==> src/rtl/fhe_cmd_issuer_pkg.sv <==
// Shared types for the FHE command issuer: command/status ports, issuer FSM
// states and the blocking-command classifier.
package fhe_cmd_issuer_pkg;

    localparam int COMMAND_WIDTH     = 8;
    localparam int DATA_WIDTH        = 64;
    localparam int STACK_BUFFER_SIZE = 32;
    localparam int ISSUER_TIMEOUT    = 1048576;

    localparam logic [DATA_WIDTH-1:0] STATE_IDLE = '0;

    localparam logic [COMMAND_WIDTH-1:0] CMD_SET_MODULE1 = 8'd20;
    localparam logic [COMMAND_WIDTH-1:0] CMD_SET_RAM1    = 8'd23;
    localparam logic [COMMAND_WIDTH-1:0] CMD_NTT_RUN1    = 8'd41;
    localparam logic [COMMAND_WIDTH-1:0] COMMAND_RESET   = 8'd111;

    typedef enum logic [2:0] {IDLE, ISSUE, ACKW, DONEW, GAP} IssuerState;

    // One queued host command
    typedef struct packed {
        logic [COMMAND_WIDTH-1:0] command;
        logic [DATA_WIDTH-1:0]    data0;
        logic [DATA_WIDTH-1:0]    data1;
    } cmd_entry_t;

    // Command as seen by the ALU decoder; fields hold, only valid pulses
    typedef struct packed {
        logic                     valid;
        logic [COMMAND_WIDTH-1:0] command;
        logic [DATA_WIDTH-1:0]    data0;
        logic [DATA_WIDTH-1:0]    data1;
    } CommandDataPort;

    typedef struct packed {
        logic [DATA_WIDTH-1:0] state0;
    } StatePort;

    // Long-running ALU ops (NTT/INTT/MULTI runs, vector ops, perm/auto) that
    // must finish before the next command goes out.
    function automatic logic is_blocking_cmd(input logic [COMMAND_WIDTH-1:0] cmd);
        return (cmd >= 8'd41) && (cmd <= 8'd92);
    endfunction

endpackage

==> src/rtl/fhe_cmd_issuer_if.sv <==
// Host push bus plus the ALU-facing command/status ports of the issuer.
interface fhe_cmd_issuer_if
    import fhe_cmd_issuer_pkg::*;
();
    logic                     in_valid;
    logic                     in_ready;
    logic [COMMAND_WIDTH-1:0] in_command;
    logic [DATA_WIDTH-1:0]    in_data0;
    logic [DATA_WIDTH-1:0]    in_data1;
    logic                     flush;
    CommandDataPort           cmd_out;
    StatePort                 state_in;

    modport master (
        output in_valid, in_command, in_data0, in_data1, flush, state_in,
        input  in_ready, cmd_out
    );

    modport slave (
        input  in_valid, in_command, in_data0, in_data1, flush, state_in,
        output in_ready, cmd_out
    );
endinterface

==> src/rtl/fhe_cmd_issuer_fifo.sv <==
// Synchronous command FIFO; head entry is presented combinationally and the
// consumer registers it. flush empties the queue and beats a same-cycle push.
module fhe_cmd_fifo
    import fhe_cmd_issuer_pkg::*;
#(
    parameter int DEPTH = STACK_BUFFER_SIZE
) (
    input  logic                       clk,
    input  logic                       rst,
    input  logic                       push,
    input  logic                       pop,
    input  logic                       flush,
    input  cmd_entry_t                 wdata,
    output cmd_entry_t                 rdata,
    output logic [$clog2(DEPTH+1)-1:0] count,
    output logic                       empty,
    output logic                       full
);
    localparam int PW = $clog2(DEPTH);
    localparam int CW = $clog2(DEPTH+1);

    cmd_entry_t     mem [DEPTH];
    logic [PW-1:0]  wr_ptr, rd_ptr;
    logic           do_push, do_pop;

    assign empty   = (count == '0);
    assign full    = (count == CW'(DEPTH));
    assign do_push = push && !full && !flush;
    assign do_pop  = pop && !empty && !flush;
    assign rdata   = mem[rd_ptr];

    // Storage array, no reset so it maps onto plain RAM
    always_ff @(posedge clk) begin
        if (do_push)
            mem[wr_ptr] <= wdata;
    end

    // Pointers wrap naturally at DEPTH (power of two); count tracks occupancy
    always_ff @(posedge clk) begin
        if (rst || flush) begin
            wr_ptr <= '0;
            rd_ptr <= '0;
            count  <= '0;
        end else begin
            if (do_push) wr_ptr <= wr_ptr + 1'b1;
            if (do_pop)  rd_ptr <= rd_ptr + 1'b1;
            count <= count + CW'(do_push) - CW'(do_pop);
        end
    end
endmodule

==> src/rtl/fhe_cmd_issuer.sv <==
// Host-side CommandDataPort transmitter: queues host commands and issues them
// one at a time as single-cycle valid pulses, pacing blocking ALU commands on
// state0 returning to idle.
module fhe_cmd_issuer
    import fhe_cmd_issuer_pkg::*;
#(
    parameter int DEPTH      = STACK_BUFFER_SIZE,
    parameter int ACK_LAT    = 2,
    parameter int GAP_CYCLES = 1,
    parameter int TIMEOUT    = ISSUER_TIMEOUT
) (
    input  logic                       clk,
    input  logic                       rst,
    fhe_cmd_issuer_if.slave            bus,
    output logic                       busy,
    output logic [$clog2(DEPTH+1)-1:0] fifo_count,
    output logic                       timeout_err
);
    localparam int CW = $clog2(DEPTH+1);
    localparam int AW = (ACK_LAT > 1)    ? $clog2(ACK_LAT)    : 1;
    localparam int GW = (GAP_CYCLES > 1) ? $clog2(GAP_CYCLES) : 1;
    localparam int TW = (TIMEOUT > 1)    ? $clog2(TIMEOUT)    : 1;

    IssuerState     state;
    CommandDataPort cmd_q;
    cmd_entry_t     head;
    logic [CW-1:0]  count;
    logic           empty, full;
    logic           pop, gap_done, state_idle;
    logic [AW-1:0]  ack_cnt;
    logic [GW-1:0]  gap_cnt;
    logic [TW-1:0]  to_cnt;

    fhe_cmd_fifo #(.DEPTH(DEPTH)) u_fifo (
        .clk   (clk),
        .rst   (rst),
        .push  (bus.in_valid),
        .pop   (pop),
        .flush (bus.flush),
        .wdata ({bus.in_command, bus.in_data0, bus.in_data1}),
        .rdata (head),
        .count (count),
        .empty (empty),
        .full  (full)
    );

    assign gap_done   = (gap_cnt == GW'(GAP_CYCLES - 1));
    assign state_idle = (bus.state_in.state0 == STATE_IDLE);

    // An issue slot opens in IDLE, or on the last GAP cycle so that
    // back-to-back issues are spaced exactly 1+GAP_CYCLES apart.
    assign pop = !empty && !bus.flush &&
                 ((state == IDLE) || ((state == GAP) && gap_done));

    assign bus.in_ready = !full;
    assign bus.cmd_out  = cmd_q;
    assign busy         = (state != IDLE) || !empty;
    assign fifo_count   = count;

    // Issue FSM with its ack-latency, gap and idle-wait timeout counters
    always_ff @(posedge clk) begin
        if (rst) begin
            state       <= IDLE;
            cmd_q       <= '0;
            ack_cnt     <= '0;
            gap_cnt     <= '0;
            to_cnt      <= '0;
            timeout_err <= 1'b0;
        end else begin
            cmd_q.valid <= 1'b0;
            case (state)
                IDLE: begin
                    if (pop) begin
                        cmd_q <= {1'b1, head};
                        state <= ISSUE;
                    end
                end
                ISSUE: begin
                    ack_cnt <= '0;
                    gap_cnt <= '0;
                    to_cnt  <= '0;
                    if (is_blocking_cmd(cmd_q.command))
                        state <= (ACK_LAT == 0) ? DONEW : ACKW;
                    else
                        state <= GAP;
                end
                ACKW: begin
                    if (ack_cnt == AW'(ACK_LAT - 1)) begin
                        to_cnt <= '0;
                        state  <= DONEW;
                    end else begin
                        ack_cnt <= ack_cnt + 1'b1;
                    end
                end
                DONEW: begin
                    // Idle wins over a timeout expiring on the same cycle
                    if (state_idle) begin
                        gap_cnt <= '0;
                        state   <= GAP;
                    end else if (to_cnt == TW'(TIMEOUT - 1)) begin
                        timeout_err <= 1'b1;
                        gap_cnt     <= '0;
                        state       <= GAP;
                    end else begin
                        to_cnt <= to_cnt + 1'b1;
                    end
                end
                GAP: begin
                    if (gap_done) begin
                        if (pop) begin
                            cmd_q <= {1'b1, head};
                            state <= ISSUE;
                        end else begin
                            state <= IDLE;
                        end
                    end else begin
                        gap_cnt <= gap_cnt + 1'b1;
                    end
                end
                default: state <= IDLE;
            endcase
        end
    end
endmodule
==> src/flat_wrapper.sv <==
// flat-port wrapper written by rule: the top's interface ports become plain ports
module fhe_cmd_issuer_flat import fhe_cmd_issuer_pkg::*;
#(
    parameter int DEPTH      = STACK_BUFFER_SIZE,
    parameter int ACK_LAT    = 2,
    parameter int GAP_CYCLES = 1,
    parameter int TIMEOUT    = ISSUER_TIMEOUT
)
  (clk, rst, busy, fifo_count, timeout_err, bus_in_valid, bus_in_command, bus_in_data0, bus_in_data1, bus_flush, bus_state_in, bus_in_ready, bus_cmd_out);
  fhe_cmd_issuer_if bus_i ();
  input  logic clk;
  input  logic rst;
  output logic busy;
  output logic [$clog2(DEPTH+1)-1:0] fifo_count;
  output logic timeout_err;
  input wire logic [$bits(bus_i.in_valid)-1:0] bus_in_valid;
  input wire logic [$bits(bus_i.in_command)-1:0] bus_in_command;
  input wire logic [$bits(bus_i.in_data0)-1:0] bus_in_data0;
  input wire logic [$bits(bus_i.in_data1)-1:0] bus_in_data1;
  input wire logic [$bits(bus_i.flush)-1:0] bus_flush;
  input wire logic [$bits(bus_i.state_in)-1:0] bus_state_in;
  output wire logic [$bits(bus_i.in_ready)-1:0] bus_in_ready;
  output wire logic [$bits(bus_i.cmd_out)-1:0] bus_cmd_out;
  assign bus_i.in_valid = bus_in_valid;
  assign bus_i.in_command = bus_in_command;
  assign bus_i.in_data0 = bus_in_data0;
  assign bus_i.in_data1 = bus_in_data1;
  assign bus_i.flush = bus_flush;
  assign bus_i.state_in = bus_state_in;
  assign bus_in_ready = bus_i.in_ready;
  assign bus_cmd_out = bus_i.cmd_out;
  fhe_cmd_issuer #(.DEPTH(DEPTH), .ACK_LAT(ACK_LAT), .GAP_CYCLES(GAP_CYCLES), .TIMEOUT(TIMEOUT)) u_core (.clk(clk), .rst(rst), .bus(bus_i), .busy(busy), .fifo_count(fifo_count), .timeout_err(timeout_err));
endmodule
==> config.mk <==
export PLATFORM = sky130hd
export DESIGN_NAME = fhe_cmd_issuer_flat
export DESIGN_NICKNAME = d
export VERILOG_FILES = /design/src/rtl/fhe_cmd_issuer_pkg.sv /design/src/rtl/fhe_cmd_issuer_if.sv /design/src/rtl/fhe_cmd_issuer_fifo.sv /design/src/rtl/fhe_cmd_issuer.sv /design/src/flat_wrapper.sv
export SDC_FILE = /design/constraint.sdc
export NUM_CORES = 2
export LEC_CHECK = 0
export BUFFER_PORTS_ARGS = -buffer_cell sky130_fd_sc_hd__buf_2
export CORE_ASPECT_RATIO = 1.75
export CORE_MARGIN = 2
export CORE_UTILIZATION = 35
export CTS_CLUSTER_DIAMETER = 40
export DETAILED_ROUTE_END_ITERATION = 12
export MAX_ROUTING_LAYER = met4
export PLACE_DENSITY_LB_ADDON = 0.15
export SKIP_LAST_GASP = 1
export SLEW_MARGIN = 20
export SYNTH_ARGS = -nofsm -noshare
export SYNTH_HDL_FRONTEND = slang
export SYNTH_MEMORY_MAX_BITS = 65536
export SYNTH_SLANG_ARGS = --single-unit
==> constraint.sdc <==
create_clock -name clk -period 10.3 [get_ports clk]
set_input_delay 0.515 -clock clk [delete_from_list [all_inputs] [get_ports clk]]
set_output_delay 0.515 -clock clk [all_outputs]
set_load 0.005 [all_outputs]
After elaboration in Yosys (flattened, before gate mapping)
Memory sizes are Yosys's and may differ from the RTL's. A register that Yosys moved wholly into a read port is not among the register bits.
Index checks and enable logic that the tools add are counted.

word-level totals
  register bits after elaboration = 179
  bits in latches = 0
  bits in writable memories = 4,352
  ROM bits = 0
  input port bits = 204
  output and inout bits = 146
  word-level logic and storage cells = 88
  memories kept = 1

operators by class
  add/sub/neg operators = 7
  $mul = 0
  divide/modulo/power cells = 0
  order comparisons = 2
  equal/unequal tests = 12
  shift operators = 0
  mux-type cells = 25
  bitwise logic cells = 2
  reductions and logical operators = 27

memory list
  name               words  bits a word  rd ports  clocked after memory_dff  write ports  RTL line                   RTL
  u_core.u_fifo.mem  32     136          1         1                         1            fhe_cmd_issuer_fifo.sv:22  cmd_entry_t mem [DEPTH];

operators by type and width
  cell                                                                count
  two-way mux 137 bit                                                 2
  one-hot mux 137 bit (2 select lines)                                1
  zero test 64 bit                                                    1
  two-way mux 20 bit                                                  3
  one-hot mux 20 bit (3 select lines)                                 1
  adder 20 x 1 -> 20 bit (second input constant)                      1
  == test 20 bit (second input constant)                              1
  two-way mux 3 bit                                                   6
  one-hot mux 3 bit (5 select lines)                                  1
  adder 5 x 1 -> 5 bit (second input constant)                        2
  two-way mux 5 bit                                                   2
  nonzero test 3 bit                                                  3
  greater-or-equal comparator 8 x 6 -> 1 bit (second input constant)  1
  <= comparator 8 x 7 -> 1 bit (second input constant)                1
  logical AND 1 bit                                                   8
  inequality test 2 bit (second input constant)                       4
  AND reduction 4 bit                                                 2
  two-way mux 1 bit                                                   7
  adder 6 x 1 -> 6 bit                                                1
  == test 3 x 2 -> 1 bit (second input constant)                      2
  == test 6 bit (second input constant)                               1
  zero test 6 bit                                                     1
  subtractor 6 x 1 -> 6 bit                                           1
  AND reduction 2 bit                                                 2
  13 further kinds                                                    20

Logic depth before layout (Yosys ltp)
  word-level depth = 8
  gate-level depth with buffers = 14
  depth with buffers taken out = 13

Modules after synthesis
A second synthesis with hierarchy kept.

second synthesis, totals
  cell total of the unflattened synthesis = 8,627
  area total of the unflattened synthesis = 172,016.2 um^2

by module, submodules not included
  module          times used  cells an instance  area each (um^2)  sequential area each (um^2)
  fhe_cmd_fifo    1           7,836              165,822.8         131,105.7
  fhe_cmd_issuer  1           791                6,193.4           3,243.1

Worst setup path before layout
OpenSTA, ideal clock, no wires.

  path kind = flip-flop to flip-flop
  start = register u_core.u_fifo.count[2]
  end = memory u_core.u_fifo.mem[15][0] (netlist name), enable pin
  library setup time = 634 ps
  arrival = 7,172 ps
  data required time = 9,666 ps
  slack = 2,494 ps
  stages on the path, launching flop included = 8
  buffers on the path = 0
  clock period less this slack = 7,806 ps
  cells stage by stage = dfxtp_1 > inv_1 > ha_1 > nor3b_1 > a21bo_2 > nor2_1 > nand2_1 > nor2_1

on the way
  cells in the longest elaborated chain, start to end = 6

ends and longest elaborated chain
  what                                     RTL line                   RTL
  start, declared                          fhe_cmd_issuer_fifo.sv:15  output logic [$clog2(DEPTH+1)-1:0] count,
  start signal, assigned                   fhe_cmd_issuer_fifo.sv:47  count <= count + CW'(do_push) - CW'(do_pop);
  == test 6 bit                            fhe_cmd_issuer_fifo.sv:27  assign full = (count == CW'(DEPTH));
  zero test 1 bit                          fhe_cmd_issuer_fifo.sv:28  assign do_push = push && !full && !flush;
  logical AND 1 bit (2 in a row)           fhe_cmd_issuer_fifo.sv:28
  two-way mux 1 bit                        fhe_cmd_issuer_fifo.sv:34  if (do_push)
  two-way mux 1 bit (not written as such)  fhe_cmd_issuer_fifo.sv:35  mem[wr_ptr] <= wdata;
  end, declared                            fhe_cmd_issuer_fifo.sv:22

Every way passes these cells.

Final worst setup path
  start = register u_core.u_fifo.count[3]
  end = memory u_core.u_fifo.mem[0][94] (netlist name), enable pin

Same word-level chain as after synthesis.

==> results.md <==
* NumNets Final at 8,423
* Final wirelength at 500.4 mm
* Worst min path class: in2reg
* RSZ-0062 raised after global routing: false
* Result of the run: finished clean
* Layout overhead on the synthesized area at 15.39%
* Standard-cell row count at 339
* Overall power at 43.58 mW
* Core area at about 500,000 sq um
* Number of flops mapped to enable cells by yosys at ~4,400
* Clock root cell: clkbuf_16
* Unique cell type count in the Yosys netlist at 58
* DRC viols at 0
* Final setup violating endpoints at 0
* Maximum level of the CTS H-tree at 5
* First-pass GRT wire length at 699.3 mm
* Part of the cycle the worst path needs at 46.08%
* Summed instance area of the synthesized netlist at 171,200 sq um
* Nets in the synthesized netlist at roughly 7,800
* Actual slew at the worst max-slew pin at 1.220 ns
* Clock sink count at approximately 4,500
* Synth Flop Type: edfxtp_1
* Number of gates resized after cts at 0
* Vias in the first global route at 87,480
* Placement Setup Slack at 5.506 ns
* Min cycle time layout at around 4.7 ns
* Floorplan die area at about 490,000 sq um
* TritonCTS clock tree: built
* Delay of the slowest critical-path stage at ~0.86 ns
* Clock transition at the registers of the reported paths at 0.06 ns
* All-Layer GR Usage at 20.50%
* Most frequent CP cell: buf_4
* TritonRoute pass-1 iters at 6
* Crit path buf inv count at 3
* Commonest cells after routing, fill and taps aside: edfxtp_1 (4,352), mux4_2 (1,088), clkbuf_16 (465)
* Final-layout setup total negative slack at 0 ns
* Maximum root-to-sink buffer count at 4
* GRT met2 Usage at 36.11%
* Post-layout utilization of the core at 40.56%
* Total half-perimeter wirelength after legalization and detailed placement at 266.3 mm
* Routability-driven placement congestion ratio at 0.7514
* Global Route met3 Usage at 2.533%
* Fraction of layout cells with a size suffix above 1 at 28.97%
* Global routing usage on met1 at 25.17%
* Yosys warning total at 0
* Chain of cells forming the critical path: inv_1, ha_1, nor3b_1, a21bo_2, nor2_1, nand2_1, nor2_4, buf_4, buf_4
* Placed cell area at 181,000 sq um
* Power per unit of standard cell area at 220.6 nW/um^2
* Worst path required time at 10.90 ns
* Hold Slack at slightly below 0.09 ns
* Count of state elements after synthesis at 4,535
* Worst Setup End Kind: flop
* Antenna violations before repair at between 50 and 60
* DIE HEIGHT at approximately 930 um
* Fraction of the yosys area taken by sequential cells at 78.49%
* Clock insertion delay at the later pin of the skew report at approximately 1 ns
* Global route hottest layer: met2
* Cells after synthesis at 7,546
* Cell type of the slowest stage on the worst timing path: nor2_4
* Highest clock frequency the design can meet at 210.7 MHz
* Mean Syn Cell Area at ~23 sq um
* Layout fillers at between 40,000 and 50,000
* Placed insts at 14,130
* Data arrival time at the worst-slack endpoint at 5.35 ns
* Worst voltage drop across the vdd grid at ~180 uV
* Async set or reset register ratio after synthesis at 0%
* Leading cell type in the layout, fill and taps excluded: edfxtp_1
* Number of hold violations in the final report at 0
* Maximum number of pins on one net before global-route repair at 124
* Leakage power at 59.46 nW
* Effective utilization at floorplan at between 30% and 40%
* Number of buffers created by CTS at 459
* Fin worst setup slack at 5.554 ns
* Max Cap Viol at 0
* Cell family contributing the most delay on the critical path: simple AND/OR/NAND/NOR gates
* Die extent in x at 532.6 um
* Initial drt markers at 7,225
* Final slew viol count at 0
* Maximum fanout along the worst path at 33
* Remaining antenna violation count after routing at 0
* Number of top-level pins at between 300 and 400
* Critical path class: reg2reg
* Final std cell area, no fill at 197,500 sq um
* Count of buffers from port buffering at 349
* Post-Route Skew at 0.07870 ns
* CP Launch Type: flop
* Non-filler instance count after layout at 15,100
* Post-detailed-route via-to-cell ratio at 5.465
* Count of vias placed by the detailed router at 82,520
* Gr ovfl total at 0
* Post-DR wirelength/cell at 33.15 um
* Remaining max-slew budget at the tightest pin at 18.69%
synth_stat cells (4+ instances only):
library cell  instances  area [sq um]
edfxtp_1           4352        130700
mux4_2             1088         24500
a22oi_1             373          2800
nand3_1             214          1071
mux2i_1             208          2082
buf_2               201          1006
dfxtp_1             183          3664
nand2_1             164         615.6
a21oi_1             156         780.8
clkbuf_1            148         555.5
nor2_1               77         289.0
mux2_2               70         788.3
buf_4                66         495.5
a311o_1              35         350.3
o22ai_1              35         219.0
buf_1                20         75.07
nor4_1               16         100.1
ha_1                 14         175.2
inv_1                14         52.55
nand4_1              13         81.33
xor2_1                9         78.83
or3_1                 8         50.05
nor2b_1               6         37.54
o21ai_0               6         30.03
xnor2_1               6         52.55
and2_1                5         31.28
nor3_1                5         25.02
a21o_1                4         30.03
nand3b_1              4         30.03
registers in the layout (all words and copies together) (netlist names), named ones only:
signal	cells
u_core.ack_cnt	1
u_core.bus.cmd_out	137
u_core.state	3
u_core.timeout_err	1
u_core.to_cnt	20
u_core.u_fifo.count	6
u_core.u_fifo.mem	4352
u_core.u_fifo.rd_ptr	5
u_core.u_fifo.wr_ptr	5
repair_timing:
action | in CTS | in global routing
endpoints found under the hold margin | 2055 | 0
hold buffers | 93 | 0
setup buffers | 0 | 0
per-layer routing:
layer / wire (um) / vias to the layer above
met3: 21770 / 670
met2: 265700 / 2290
li1: - / 33490
met1: 201800 / 46070
met4: 11150 / 0
met5: 0 / -
worst paths after layout:
check / from / endpoint / slack (ns) / depth (start not counted)
max: u_core.u_fifo.count[3] / u_core.u_fifo.mem[0][94] / 5.55 / 9
min: bus_in_data0[56] / u_core.u_fifo.mem[25][120] / 0.09 / 1
max reg2reg: u_core.u_fifo.count[3] / u_core.u_fifo.mem[0][94] / 5.55 / 9
min reg2reg: u_core.bus.cmd_out[50] / u_core.bus.cmd_out[50] / 0.45 / 2
cell type report:
| class | instances | area, sq um | area share, % |
|---|---|---|---|
| Multi-Input combinational cell | 2559 | 34900 | 17.67 |
| Inverter | 14 | 52.55 | 0.02661 |
| Tap cell | 6479 | 8107 | 4.104 |
| Timing Repair Buffer | 635 | 4537 | 2.297 |
| Antenna cell | 23 | 57.56 | 0.02914 |
| Sequential cell | 4535 | 134400 | 68.03 |
| Clock buffer | 562 | 12220 | 6.187 |
| Clock inverter | 291 | 3266 | 1.653 |
power by group:
group | switching (mW) | leakage (nW) | internal (mW)
clock network | 7.36 | 7.44 | 9.82
logic | 3.21 | 11.4 | 2.42
registers | 0.306 | 40.6 | 20.5
cell families (layout without fill, tap and decap cells):
kind of cell               count (synthesis)  after routing  share of synthesized area, %
adders and majority gates                 15             15                        0.1140
other                                      0             23                             0
xor gates and xnor gates                  15             15                       0.07675
buffers and inverters                    452           1502                         1.296
and+or+nand+nor                          534            534                         1.471
AOI/OAI and AO/OA                        629            629                         2.561
DFF                                     4535           4535                         78.49
muxes                                   1366           1366                         15.99
Power figures use the tool's default switching activity.
